### src/rtl/host_stream_bridge.sv
// Host pipe bridge: unpacks 16-bit pipe-in words into instruction/input beats
// and serializes emulator output beats back into 16-bit pipe-out words.
module host_stream_bridge #(
    parameter int WORD_W     = 16,
    parameter int INSN_WORDS = 3,
    parameter int IO_WORDS   = 4
) (
    input  logic                         clock,
    input  logic                         reset,
    input  logic                         in_valid,
    output logic                         in_ready,
    input  logic [WORD_W-1:0]            in_bits,
    output logic                         insns_valid,
    input  logic                         insns_ready,
    output logic [INSN_WORDS*WORD_W-1:0] insns_bits,
    output logic                         io_i_valid,
    input  logic                         io_i_ready,
    output logic [IO_WORDS*WORD_W-1:0]   io_i_bits,
    input  logic                         io_o_valid,
    output logic                         io_o_ready,
    input  logic [IO_WORDS*WORD_W-1:0]   io_o_bits,
    output logic                         out_valid,
    input  logic                         out_ready,
    output logic [WORD_W-1:0]            out_bits
);

    localparam int IDX_W = $clog2(IO_WORDS);
    localparam int CNT_W = WORD_W - 1;
    localparam logic [IDX_W-1:0] INSN_LAST = IDX_W'(INSN_WORDS - 1);
    localparam logic [IDX_W-1:0] IO_LAST   = IDX_W'(IO_WORDS - 1);

    typedef logic [IO_WORDS-1:0][WORD_W-1:0] beat_t;
    typedef enum logic [1:0] {FWD_HDR, FWD_LOAD, FWD_SEND} fwd_state_t;
    typedef enum logic {RET_IDLE, RET_DRAIN} ret_state_t;

    // Readies stay low during reset and rise on the first edge after release.
    logic                         active_q;
    fwd_state_t                   fwd_state_q, fwd_state_d;
    logic                         fwd_target_q, fwd_target_d;
    logic [CNT_W-1:0]             fwd_count_q, fwd_count_d;
    logic [IDX_W-1:0]             fwd_idx_q, fwd_idx_d;
    beat_t                        stage_q, beat;
    logic [INSN_WORDS*WORD_W-1:0] insns_bits_q;
    beat_t                        io_i_bits_q;
    ret_state_t                   ret_state_q, ret_state_d;
    logic [IDX_W-1:0]             ret_idx_q, ret_idx_d;
    beat_t                        cap_q;

    logic             in_fire, send_ready, send_fire, load_done, io_o_fire, out_fire;
    logic [IDX_W-1:0] last_idx;

    assign in_ready   = active_q && (fwd_state_q != FWD_SEND);
    assign in_fire    = in_valid && in_ready;
    assign last_idx   = fwd_target_q ? IO_LAST : INSN_LAST;
    assign send_ready = fwd_target_q ? io_i_ready : insns_ready;
    assign send_fire  = (fwd_state_q == FWD_SEND) && send_ready;
    assign load_done  = (fwd_state_q == FWD_LOAD) && in_fire && (fwd_idx_q == last_idx);

    assign insns_valid = (fwd_state_q == FWD_SEND) && !fwd_target_q;
    assign io_i_valid  = (fwd_state_q == FWD_SEND) && fwd_target_q;
    assign insns_bits  = insns_bits_q;
    assign io_i_bits   = io_i_bits_q;

    always_comb begin
        // NOTE: every variable gets a default first so no path can infer a latch.
        fwd_state_d  = fwd_state_q;
        fwd_target_d = fwd_target_q;
        fwd_count_d  = fwd_count_q;
        fwd_idx_d    = fwd_idx_q;
        case (fwd_state_q)
            FWD_HDR: if (in_fire) begin
                fwd_target_d = in_bits[WORD_W-1];
                fwd_count_d  = in_bits[CNT_W-1:0];
                fwd_idx_d    = '0;
                if (in_bits[CNT_W-1:0] != '0) fwd_state_d = FWD_LOAD;
            end
            FWD_LOAD: if (in_fire) begin
                if (fwd_idx_q == last_idx) fwd_state_d = FWD_SEND;
                else                       fwd_idx_d   = fwd_idx_q + 1'b1;
            end
            FWD_SEND: if (send_fire) begin
                fwd_idx_d = '0;
                if (fwd_count_q != '0) fwd_count_d = fwd_count_q - 1'b1;
                fwd_state_d = (fwd_count_q > CNT_W'(1)) ? FWD_LOAD : FWD_HDR;
            end
            default: fwd_state_d = FWD_HDR;
        endcase
    end

    // The word arriving in this cycle completes the beat alongside the staged ones.
    always_comb begin
        beat            = stage_q;
        beat[fwd_idx_q] = in_bits;
    end

    always_ff @(posedge clock or negedge reset) begin
        if (!reset) begin
            active_q     <= 1'b0;
            fwd_state_q  <= FWD_HDR;
            fwd_target_q <= 1'b0;
            fwd_count_q  <= '0;
            fwd_idx_q    <= '0;
            insns_bits_q <= '0;
            io_i_bits_q  <= '0;
        end else begin
            // NOTE: non-blocking so every register samples the pre-edge values.
            active_q     <= 1'b1;
            fwd_state_q  <= fwd_state_d;
            fwd_target_q <= fwd_target_d;
            fwd_count_q  <= fwd_count_d;
            fwd_idx_q    <= fwd_idx_d;
            if (load_done) begin
                if (fwd_target_q) io_i_bits_q  <= beat;
                else              insns_bits_q <= beat[INSN_WORDS-1:0];
            end
        end
    end

    // NOTE: pure data storage, always written before it is read, so no reset.
    always_ff @(posedge clock) begin
        if ((fwd_state_q == FWD_LOAD) && in_fire) stage_q[fwd_idx_q] <= in_bits;
        if (io_o_fire) cap_q <= io_o_bits;
    end

    assign io_o_ready = active_q && (ret_state_q == RET_IDLE);
    assign io_o_fire  = io_o_valid && io_o_ready;
    assign out_valid  = (ret_state_q == RET_DRAIN);
    assign out_fire   = out_valid && out_ready;
    assign out_bits   = out_valid ? cap_q[ret_idx_q] : '0;

    always_comb begin
        ret_state_d = ret_state_q;
        ret_idx_d   = ret_idx_q;
        case (ret_state_q)
            RET_IDLE: if (io_o_fire) begin
                ret_state_d = RET_DRAIN;
                ret_idx_d   = '0;
            end
            RET_DRAIN: if (out_fire) begin
                if (ret_idx_q == IO_LAST) ret_state_d = RET_IDLE;
                else                      ret_idx_d   = ret_idx_q + 1'b1;
            end
            default: ret_state_d = RET_IDLE;
        endcase
    end

    always_ff @(posedge clock or negedge reset) begin
        if (!reset) begin
            ret_state_q <= RET_IDLE;
            ret_idx_q   <= '0;
        end else begin
            ret_state_q <= ret_state_d;
            ret_idx_q   <= ret_idx_d;
        end
    end

endmodule

### config.mk
export PLATFORM = sky130hd
export DESIGN_NAME = host_stream_bridge
export DESIGN_NICKNAME = d
export VERILOG_FILES = /design/src/rtl/host_stream_bridge.sv
export SDC_FILE = /design/constraint.sdc
export NUM_CORES = 1
export LEC_CHECK = 0
export CAP_MARGIN = 30
export CELL_PAD_IN_SITES_DETAIL_PLACEMENT = 1
export CELL_PAD_IN_SITES_GLOBAL_PLACEMENT = 1
export CORE_ASPECT_RATIO = 1.75
export CORE_MARGIN = 3
export CORE_UTILIZATION = 45
export DETAILED_ROUTE_END_ITERATION = 7
export PLACE_DENSITY_LB_ADDON = 0.1
export SLEW_MARGIN = 20
export SYNTH_ARGS = -nofsm -noshare
export SYNTH_HDL_FRONTEND = slang
export SYNTH_SLANG_ARGS = --single-unit
### constraint.sdc
create_clock -name clock -period 10.55 [get_ports clock]
set_input_delay 1.5825 -clock clock [delete_from_list [all_inputs] [get_ports clock]]
set_output_delay 1.5825 -clock clock [all_outputs]
set_load 0.05 [all_outputs]
; Word level (Yosys, flattened, before mapping)
; Cells that the tools add are included.
[word_totals]
regBits = 264
word_cells = 100
output_inout_bits = 133
[classes]
magnitude_cmp = 4
bitwise_logic = 2
mux = 32
n_eq_ne = 15
add_sub_neg = 3
n_reduce_logical = 24
[ops]
columns = op, count
row1 = $bwmux W64, 1
row2 = $mux W16, 3
row3 = $mux W15, 3
row4 = $bmux W16 S2, 1
row5 = $demux W16 S2, 1
row6 = $pmux W15 S2, 1
row7 = $reduce_bool A15 Y1, 2
row8 = $mux W2, 12
row9 = $ne A2 B2 Y1 const B, 9
row10 = $gt A15 B1 Y1 const B, 1
row11 = $sub A15 B1 Y15 const B, 1
row12 = $pmux W2 S3, 2
row13 = $logic_and A1 B1 Y1, 11
row14 = $reduce_and A5 Y1, 2
row15 = $lt A2 B3 Y1 const B, 2
row16 = $mux W1, 6
row17 = $reduce_and A2 Y1, 3
row18 = $add A2 B1 Y2 const B, 2
row19 = $eq A2 B2 Y1 const B, 2
row20 = $ne A2 B1 Y1 const B, 2
row21 = $pmux W2 S2, 1
row22 = $reduce_and A4 Y1, 1
row23 = $reduce_and A3 Y1, 1
row24 = $reduce_bool A3 Y1, 1
row25 = other kinds (8), 9

; Logic depth before layout (Yosys ltp)
; Gate-level depths: netlist (run 1).
[logic_depth]
ltp_word = 6
depth_mapped = 8

; Least setup slack after synthesis (run 1)
; No wires, ideal clock.
[synth_path]
kind = input to register
startpoint = input in_valid
endpoint = register insns_bits_q[17], in the netlist insns_bits[17]
path_slack_ns = 5.913
required_ns = 10.417
setup_time_ns = 0.133
arrival_ns = 4.505
cell_stages = 5
path_buffers = 2
cell_sequence = and4b_1 > nor4b_2 > clkbuf_1 > buf_1 > a21oi_1
[synth_between]
elab_chain_cells = 4
[synth_rtl]
columns = item, line
row1 = "start, declared", 10  ; input logic in_valid,
row2 = $logic_and A1 B1 Y1, 53  ; assign in_fire = in_valid && in_ready;
row3 = $logic_and A1 B1 Y1 (2 in a row), 57  ; assign load_done = (fwd_state_q == FWD_LOAD) && in_fire && (fwd_idx_q == last_idx);
row4 = $reduce_and A2 Y1 (no line), n/a
row5 = "end signal, assigned", 114  ; else insns_bits_q <= beat[INSN_WORDS-1:0];
row6 = "end, declared", 43  ; logic [INSN_WORDS*WORD_W-1:0] insns_bits_q;
; Every way passes these cells.
; A chain may end at the register's enable or synchronous reset.

; Worst setup path after layout (run 1)
[layout_path]
startpoint = input in_valid
endpoint = register insns_bits_q[30], in the netlist insns_bits[30]
; Same word-level chain as after synthesis.

==> results.txt, run 1 <==
The flow ran to the end, and the final reports show no timing, DRC or antenna violations. The number of antenna cells inserted came out at 0. The placed instance count came out at 1296. The post-synth design cell area is 0.0108 mm2. The count of pins over their slew limit is 0.

The final RePlAce weighted congestion is 0.789. The top-level I/O count is 220. For this run, the leading register cell type out of synthesis is dfrtp_1. The clock share of power came out at 19.4%. In this run the worst hold path is classified as reg -> reg.

The maximum buffer depth of the clock tree is 3. The worst-case hold slack is 0.483 ns. The first global-routing pass estimated 45000 um of wire. The number of setup buffers added after CTS came out at 0. The combinational group share of total power came out at 44.7%. In this run the critical register-to-register path is launched from fwd_state_q[1]. The minimum setup slack in the final design came out at 6.14 ns. The number of cells on the worst reg-to-reg path came out at 7. The pre-CTS setup slack came out at 5.57 ns.

The maximum operating frequency came out at 0.227 GHz. The die is 211 um tall. Counting flops with an async set or reset pin after synthesis yields a share of 51.5%.

The routed length per placed instance came out at 21.6 um. The total wirelength of the detailed-routed design is 28900 um. Relative to the synthesized area, the layout overhead comes to 30.3%. The number of antenna violations at the first check in global routing is 0. The largest driver fanout on the critical path came out at 74.

The number of DRC markers in iteration 0 came out at 299. After global routing the overflow that remains totals 0. Internal power comes to 2.61 mW. The area of all placed cells without fillers is 0.0140 mm2. The worst IR drop on VDD is 0.189 mV. The number of H-tree levels came out at 1. The post-detailed-route count of antenna-violating nets came out at 0. The mean instance size in the synthesized netlist is 13.2 um2. TritonCTS built the clock tree. The DRC violation count after routing is 0.

Setup repair after global routing left no endpoint under its margin. The number of enable flip-flop cells after synthesis came out at 128. The required time reported for the critical path endpoint came out at 10.99 ns. The total of flip-flops plus latches after synthesis came out at 264. The reported max-cap violation count came out at 0. For this design the ratio of total power to cell area is 321 mW/mm2.

The complex-gate fraction of the synthesized area came out at 8.58%. The total of warnings raised by yosys is 0. Using the TritonRoute via totals, the vias-per-cell ratio works out to 5.39.

The number of global-route vias before repair is 7861. The analysis attributes to net switching a power of 1.89 mW. The fraction of the mapped netlist area in simple logic gates came out at 7.82%. The worst setup path is launched from an input port.

The synthesized net count came out at 908. The final non-filler cell total is 1343. STA classifies the critical path endpoint as a register. The count of endpoints failing hold in the final timing report is 0.

The sum of negative setup slack came out at 0 ns. In this run the most critical hold path is launched from io_i_bits[8]. The number of unique standard cell types used by synthesis is 48. The synthesized netlist cell count is 814.

The half-perimeter wire length after detailed placement is 19500 um. The area of placed instances is 0.0132 mm2. The part of the cycle the worst path needs came out at 41.8%.

The worst path in the final design needs a cycle of 4.41 ns, including I/O delays and setup. The fraction of the core area covered by cells at the end of the flow came out at 59.9%. The die is 123 um wide. Hold repair after CTS inserted 0 buffers. Multiplexer cells account for 11.5% of the synthesized area. The endpoint of the lowest-slack register-to-register path is insns_bits[30]. Data on the critical path arrives at its endpoint at 4.85 ns.

Across every metal layer, demand over resource in global routing totals 22.5%. The clock transition at the register clock pins on the worst setup and hold paths after CTS is 0.06 ns. The portion of total power attributed to sequential cells came out at 35.9%. The routed layout has 7235 vias. The worst setup path is of the in -> reg kind. The post-synthesis adder-cell area fraction came out at 0.813%.

Buffers placed on the I/O ports in this run total 219. Headroom to the max-slew limit came out at 35.1%. After synthesis, the largest family of logic cells by area is multiplexers. The number of gates resized after cts came out at 0. The clock reaches the later pin of the worst-skew pair after 0.53 ns. The number of setup violations in the final report came out at 0. The final clock skew is 0.00913 ns.

The leakage power summed over all cells is 5.51 nW. The total die area came out at 0.0259 mm2. The post-route netlist has 10.3% of its cells at a drive strength greater than 1. The number of cell rows is 74. The internal reg-to-reg setup slack came out at 7.11 ns. The sequential area share after synthesis is 67.3%.

The worst hold endpoint is io_i_bits[8]. The net count of the finished layout is 1115. The number of buffers created by CTS is 25.

The core area is 0.0234 mm2. The clock sink total is 264. The tree is rooted in a clkbuf_16.

The slew at the pin closest to its max-slew limit came out at 0.974 ns. The length of the first detailed-routing pass in iterations came out at 4. The power consumption came out at 4.50 mW. The fraction of synthesized cell area in xor and xnor cells is 0.0813%. The maximum number of pins on one net before global-route repair is 78. The switching share of power is 41.9%. The initial core utilization came out at 46.0%. The count of cells along the worst hold path is 2.
==> critical path, cell delays in order <==
cell,delay [ns]
clkdlybuf4s50_1,0.55
and4b_4,0.25
buf_4,0.72
nor4b_4,0.58
buf_6,0.23
buf_4,0.61
nor2_1,0.12
a21oi_1,0.17
==> placed cells by master (no fill, tap or decap), types with 3 or more instances in the layout <==
master,instances
a21oi_1,64
a22o_1,4
a22oi_1,3
a31oi_1,6
and2_1,19
buf_4,10
clkbuf_1,9
clkbuf_16,25
clkdlybuf4s50_1,218
clkinv_2,4
dfrtp_1,136
edfxtp_1,128
ha_1,7
inv_1,54
mux2_2,34
mux2i_1,49
mux4_2,16
nand2_1,56
nand3_1,5
nand4_1,4
nor2_1,57
nor2b_1,3
nor3_1,6
nor4_1,6
o211ai_1,4
o21ai_0,54
o2bb2ai_1,8
o31ai_1,3
o32ai_1,4
or3_1,3
or4_1,7
==> how the worst max path moves through the flow <==
stage,start,end,slack (ns),cells past startpoint
6_report,in_valid,insns_bits[30],6.14,8
5_1_grt,in_valid,insns_bits[30],5.83,8
4_1_cts,in_valid,insns_bits[30],6.11,8
3_5_place_dp,in_valid,insns_bits[28],5.57,8
3_3_place_gp,in_valid,insns_bits[35],5.41,6
2_1_floorplan,in_valid,insns_bits[17],5.91,5
==> per-layer routing <==
layer	GRT usage [%]	wire, um
met2	41.5	15600
met3	5.17	1990
met5	0	0
met1	26.2	10800
met4	5.61	619
==> synth_stat cells (3+ instances only) <==
master     count  area (um2)
a21oi_1       64         320
buf_1          3        11.3
o211ai_1       4        30.0
ha_1           7        87.6
nand4_1        4        25.0
edfxtp_1     128        3840
nor3_1         6        30.0
nand3_1        5        25.0
o21ai_0       54         270
dfrtp_1      136        3400
o2bb2ai_1      8        70.1
nor4_1         6        37.5
or3_1          3        18.8
a22oi_1        3        22.5
nor2b_1        3        18.8
o32ai_1        4        35.0
a31oi_1        6        37.5
a22o_1         4        35.0
and2_1        20         125
or4_1          7        52.6
clkbuf_1      40         150
mux2i_1       49         490
mux4_2        16         360
nand2_1       56         210
mux2_2        34         383
buf_2          7        35.0
inv_1         54         203
nor2_1        57         214
o31ai_1        3        22.5
==> cells by family after synthesis <==
kind of cell / after synthesis
multiplexers: 99
XOR/XNOR: 1
AO/OA/AOI/OAI: 159
AND/OR/NAND/NOR: 177
other: 1
flip-flops: 264
buffers and inverters: 106
adder cells (fa/ha/maj): 7
==> power by group through the flow <==
stage | Clock (mW) | Combinational (mW) | Sequential, mW
floorplan | 0 | 0.745 | 2.18
global placement | 0 | 1.97 | 1.63
detailed placement | 0 | 2.02 | 1.63
CTS | 0.892 | 2.03 | 1.62
global route | 0.933 | 2.14 | 1.66
finish | 0.871 | 2.01 | 1.61
==> layout make-up <==
class	instances	area, um2
Clock buffer	35	673
Clock inverter	10	103
Fill cell	2310	9400
Inverter	54	203
Multi-Input combinational cell	444	3110
Sequential cell	264	7250
Tap cell	304	380
Timing Repair Buffer	232	2310
==> flip-flops by register name, summed over array words and instances, names as in the netlist <==
name          cells
fwd_target_q      1
fwd_count_q      15
stage_q          64
active_q          1
fwd_idx_q         2
cap_q            64
out_valid         1
insns_bits       48
ret_idx_q         2
fwd_state_q       2
io_i_bits        64
Power figures use the tool's default switching activity.
==> run 2, diff against run 1 <==
--- a/config.mk
+++ b/config.mk
@@ -10,7 +10,7 @@
 export CELL_PAD_IN_SITES_GLOBAL_PLACEMENT = 1
 export CORE_ASPECT_RATIO = 1.75
 export CORE_MARGIN = 3
-export CORE_UTILIZATION = 45
+export CORE_UTILIZATION = 37
 export DETAILED_ROUTE_END_ITERATION = 7
 export PLACE_DENSITY_LB_ADDON = 0.1
 export SLEW_MARGIN = 20
==> constraint.sdc (replaced) <==
create_clock -name clock -period 3.76 [get_ports clock]
set_input_delay 0.564 -clock clock [delete_from_list [all_inputs] [get_ports clock]]
set_output_delay 0.564 -clock clock [all_outputs]
set_load 0.05 [all_outputs]
==> run 2 against run 1 <==
Combinational power grew to 2.8 times the previous value. Cell count grew 6.2%. First-iteration DRC count shrank 1.7%. Utilization shrank 10 points. Largest cell class unchanged. Largest power group unchanged.
==> results.txt, run 2 (synthesis gave the netlist of run 1 again) <==
The run finished with clean final reports. The kind of cell with the highest combined delay along the critical path is buffers and inverters. The area of all placed cells without fillers is 0.0142 mm2. The critical path class is reg -> out. The worst setup path is captured at an output port.

The worst-case hold slack came out at 0.0372 ns. The initial core utilization came out at 37.6%. The startpoint identified for the worst register-to-register timing path is fwd_count_q[7]. The leakage power summed over all cells is 5.57 nW.

The pre-CTS setup slack came out at 0.999 ns. The count of endpoints failing hold in the final timing report is 0. The die is 232 um tall.

The number of nets at the end of the flow came out at 1121. The placed instance count is 1376. The maximum number of pins on one net before global-route repair came out at 69. The layout-stage area growth over the synthesis result is 32.1%. The final non-filler cell total came out at 1426.

The half-perimeter wire length after detailed placement is 20700 um. The number of antenna diodes in the final layout is 0. The global-route wire length before repair came out at 46100 um.

The total congestion overflow after global routing is 0. The post-detailed-route count of antenna-violating nets came out at 0. The DRC violation count after routing is 0. The maximum buffer depth of the clock tree is 3. Leaving out fill and tap cells, the most frequent cells in the layout are clkdlybuf4s50_1 (218), dfrtp_1 (136), edfxtp_1 (128), a21oi_1 (64), nor2_1 (57). The final RePlAce weighted congestion is 0.801.

The largest single stage delay on the critical path is 0.70 ns. The largest driver fanout on the critical path came out at 16. At the worst endpoint, the arrival time is 2.73 ns. In this run the critical register-to-register path is captured at fwd_count_q[12]. Setup repair after global routing left no endpoint under its margin.

The count of pins over their slew limit was 0. The number of port buffers came out at 219. The number of cells on the worst reg-to-reg path is 4. The routed layout has 7193 vias. Once placement finished, the instance area stood at 0.0134 mm2.

The number of antenna violations at the first check in global routing came out at 0. The worst IR drop on VDD came out at 0.517 mV. The cell sitting at the root of the clock tree is a clkbuf_16. 220 I/O pins were placed. The sum of negative setup slack came out at 0 ns.

Setup violations remaining at the end of the flow were counted as 0. In this run the number of H-tree levels came out at 1. The total global-route track usage came out at 19.2%.

The critical path goes through buf_4 -> mux4_2 -> and2_1 -> clkdlybuf4s50_1. The number of buffers created by CTS came out at 27. Clock latency on the worst-skew pair, taken at its later pin, is 0.55 ns.

The total die area is 0.0313 mm2. The number of DRC markers in iteration 0 came out at 294. The total buffers and inverters traversed by the critical path is 2. The first detailed-routing pass ran for 4 iterations.

The number of global-route vias before repair came out at 7648. The most common cell after layout, fill and taps aside is clkdlybuf4s50_1. The core area is 0.0286 mm2.

The number of gates resized after cts came out at 0. The part of the cycle the worst path needs is 87.7%. The share of cells above drive strength 1 is 10.9%. In the final routed layout, each cell accounts on average for 21.1 um. Counting the fill cells in the layout gives 2923. The clock net in this run drives a total of 264 sinks. The hold buffer count at cts is 0. Setup slack closes at 0.461 ns. The slew at the pin closest to its max-slew limit is 0.818 ns.

The number of cell rows is 82. Among all stages on the critical path, the largest delay is contributed by clkdlybuf4s50_1. The internal reg-to-reg setup slack came out at 1.11 ns. The reported max-cap violation count came out at 0. Derived from the worst setup path, the maximum achievable clock frequency is 0.303 GHz. The final clock skew came out at 0.00721 ns.

The completed layout was analyzed and its total power is 12.7 mW. At the worst endpoint, the required time is 3.20 ns. The path class of the tightest hold or removal check is in -> async.

The clock transition at the register clock pins on the worst setup and hold paths after CTS is 0.06 ns. The clock period minus final worst setup slack is 3.30 ns. For this block, the routed nets add up to 30100 um of wire.

The remaining max-slew budget at the tightest pin is 45.5%. After detailed routing, the number of vias per cell comes to 5.04. The number of setup buffers added after CTS came out at 0. TritonCTS built the clock tree. For this design the ratio of total power to cell area is 895 mW/mm2.

The fraction of the core area covered by cells at the end of the flow is 49.7%. In this run the horizontal extent of the chip is 135 um. The worst setup path is launched from a register.
## run 2: layout make-up
| cell class | count | area, um2 | area share (%) |
|---|---|---|---|
| Clock buffer | 37 | 723 | 5.08 |
| Tap cell | 378 | 473 | 3.32 |
| Multi-Input combinational cell | 444 | 3110 | 21.9 |
| Sequential cell | 264 | 7250 | 50.9 |
| Timing Repair Buffer | 236 | 2340 | 16.5 |
| Clock inverter | 13 | 129 | 0.906 |
| Inverter | 54 | 203 | 1.42 |
## run 2: power by group
part           switching, mW  internal [mW]  leakage, nW
Clock                   1.12           1.49        0.419
Sequential             0.572           3.93         2.88
Combinational           3.62           2.00         2.28
Total                   5.31           7.43         5.57
## run 2: per-layer routing
metal	vias to the layer above	share of wire [%]	global-route usage, %
met5	-	0	0
met3	44	6.2	4.52
li1	3328	-	-
met2	211	51	33.8
met4	0	3.3	6.75
met1	3610	39	22.7
## run 2: how the worst max path moves through the flow
stage | start | end | slack [ns] | cells after the start
6_report | ret_idx_q[0] | out_bits[13] | 0.46 | 4
5_1_grt | ret_idx_q[0] | out_bits[13] | 0.36 | 4
4_1_cts | ret_idx_q[1] | out_bits[13] | 0.41 | 3
3_5_place_dp | ret_idx_q[1] | out_bits[13] | 1.0 | 3
3_3_place_gp | ret_idx_q[0] | out_bits[5] | 1.11 | 4
2_1_floorplan | out_valid | ret_idx_q[0] | 0.06 | 4
==> RTL change, RTL diff (config.mk and constraints of run 1) <==
Re-encode `fwd_state_t` (3 states) as one-hot, 3 bits wide.
--- a/src/rtl/host_stream_bridge.sv
+++ b/src/rtl/host_stream_bridge.sv
@@ -30,7 +30,7 @@
     localparam logic [IDX_W-1:0] IO_LAST   = IDX_W'(IO_WORDS - 1);
 
     typedef logic [IO_WORDS-1:0][WORD_W-1:0] beat_t;
-    typedef enum logic [1:0] {FWD_HDR, FWD_LOAD, FWD_SEND} fwd_state_t;
+    typedef enum logic [2:0] {FWD_HDR = 3'b001, FWD_LOAD = 3'b010, FWD_SEND = 3'b100} fwd_state_t;
     typedef enum logic {RET_IDLE, RET_DRAIN} ret_state_t;
 
     // Readies stay low during reset and rise on the first edge after release.
Behaviour: no difference found for any inputs over 4 cycles, from zero or initial values and one cycle with reset low; so few cycles prove little.
==> RTL change against run 1 <==
Hold slack gained 0.023 ns; highest routed layer unchanged; design area grew 1.5%; first-iteration DRC count rose by 27%; cell count down 10%; critical path type is now reg2out; maximum frequency grew 1.4%; die area rose by 1.4%; worst setup slack better by 0.059 ns; routed wire length shrank 3.3%; utilization increased by 0.44 points; area after synthesis grew 1.4%; sequential cell count grew 1; non-clock buffer count is 5 lower.
Power is not compared: it rests on default switching activity, and its combinational part moved more than twofold at a synthesized area within 25%.
==> RTL change: results <==
sta:
  worst_pin_slew_ns: 0.895
  setup_slack_ns: 6.20
  hold_viol: 0
  fin_skew_ns: 0.00865
critical_path:
  slowest_delay_ns: 0.93
  worst_setup_path_end_kind: "output pin"
  reg2regPathDepth: 7
  critical-path-top-delay-family: "flip-flops"
  cpMaxStageDelayCell: "dfrtp_1"
  startpoint: "ret_idx_q[1]$_DFFE_PN0P_"
  timing.rr.start: "active_q$_DFF_PN0_"
  r2r-end: "insns_bits[0]$_DFFE_PN0P_"
  path_max_fanout: 19
  rrSetupSlack_ns: 7.51
  crit_end: "out_bits[5]"
  cp.arrival_ns: 2.76
place:
  io_buffers: 219
  pre_cts_ws_ns: 5.76
  dp_hpwl_um: 19400
  place.gp.congestion: 0.827
  placed_area_sq_um: 13400
synth:
  synth-compound-area-share_pct: 3.72
  async_reset_ff_share_pct: 51.7
  synth_fa_ha_area_share_pct: 0.802
  synth_fp_nets: 757
  yosys-top-cells-count: "mux2_2, dfrtp_1, edfxtp_1, and2_1, nor2_1"
  yosys.cell_types.count: 56
  synth_top_family_by_area: "multiplexers"
  synth_area_leaders: "edfxtp_1, dfrtp_1, mux2_2"
  ys_seq_area_share_pct: 66.6
  synthMuxAreaShare_pct: 22.0
  synth_cells: 663
  synth_xor_area_share_pct: 0.160
  synthFlopType: "dfrtp_1"
finish:
  final_util_pct: 60.3
  drive_above_1_share_pct: 28.7
  fill_cells: 2165
  fin_nets: 980
  n_antenna_cell: 0
detailed_routing:
  dr_wl_met3_um: 1800
  via_count: 6581
  m1WireLength_um: 9980
  wl_per_cell_um: 23.2
  wl_met2_um: 15400
  highest_layer: "met4"
  drt-total-wl_um: 28000
  drt-initial-drc-count: 379
global_routing:
  grt_pass1_wl_um: 43800
  grt_max_degree: 75
  grt_use_total_pct: 21.8
  first_global_vias: 7624
  antenna_found_initial: 0
power:
  max-vdd-ir-drop_uv: 127
  switching_share_pct: 31.1
outcome:
  status: "completed"
clocking:
  path_clk_slew_ns: 0.07
  cts_root_buffer: "clkbuf_16"
  htreeDepth: 1
  cts_buffers: 25
  clockBufferDepth: 3
[RTL change: stage by stage]
step / total power [mW] / hold slack [ns]
4_1_cts: 2.89 / 0.511
6_report: 2.85 / 0.506
3_3_place_gp: 1.97 / 0.492
2_1_floorplan: 1.73 / 0.457
5_1_grt: 2.97 / 0.522
3_5_place_dp: 2.00 / 0.496
[RTL change: worst min path at each step]
| stage | from | end | cells after the start |
|---|---|---|---|
| final | io_i_bits[44]$_DFFE_PN0P_ | io_i_bits[44]$_DFFE_PN0P_ | 1 |
| after global routing | io_i_bits[52]$_DFFE_PN0P_ | io_i_bits[52]$_DFFE_PN0P_ | 1 |
| after CTS | io_i_bits[44]$_DFFE_PN0P_ | io_i_bits[44]$_DFFE_PN0P_ | 1 |
| after detailed placement | insns_bits[12]$_DFFE_PN0P_ | insns_bits[12]$_DFFE_PN0P_ | 1 |
| after global placement | io_i_bits[36]$_DFFE_PN0P_ | io_i_bits[36]$_DFFE_PN0P_ | 1 |
| after floorplan | fwd_count_q[9]$_DFFE_PN0P_ | fwd_count_q[9]$_DFFE_PN0P_ | 1 |
[RTL change: power groups by stage]
| stage | Clock (mW) | Sequential [mW] | Combinational, mW |
|---|---|---|---|
| floorplan | 0 | 1.35 | 0.383 |
| global placement | 0 | 1.27 | 0.700 |
| detailed placement | 0 | 1.28 | 0.720 |
| CTS | 0.903 | 1.26 | 0.724 |
| global route | 0.942 | 1.27 | 0.759 |
| finish | 0.876 | 1.26 | 0.714 |
[RTL change: cells by family after synthesis]
group                      after synthesis
buffers and inverters                   41
DFF                                    265
other                                    1
muxes                                  198
AOI/OAI and AO/OA                       58
xor gates and xnor gates                 2
adders and majority gates                7
and+or+nand+nor                         91
[RTL change: area by class of cell]
| type | count | area share, % |
|---|---|---|
| tap | 304 | 2.67 |
| multi-input combinational | 357 | 24.4 |
| clock buffer | 37 | 5.06 |
| sequential | 265 | 51.1 |
| clock inverter | 9 | 0.545 |
| inverter | 10 | 0.264 |
| timing repair buffer | 227 | 16.0 |
[RTL change: metal layers]
| metal | up-vias | track usage, % |
|---|---|---|
| met5 | - | 0 |
| met4 | 0 | 7.27 |
| met3 | 46 | 4.87 |
| met2 | 204 | 40.3 |
| met1 | 3398 | 24.4 |
| li1 | 2933 | - |
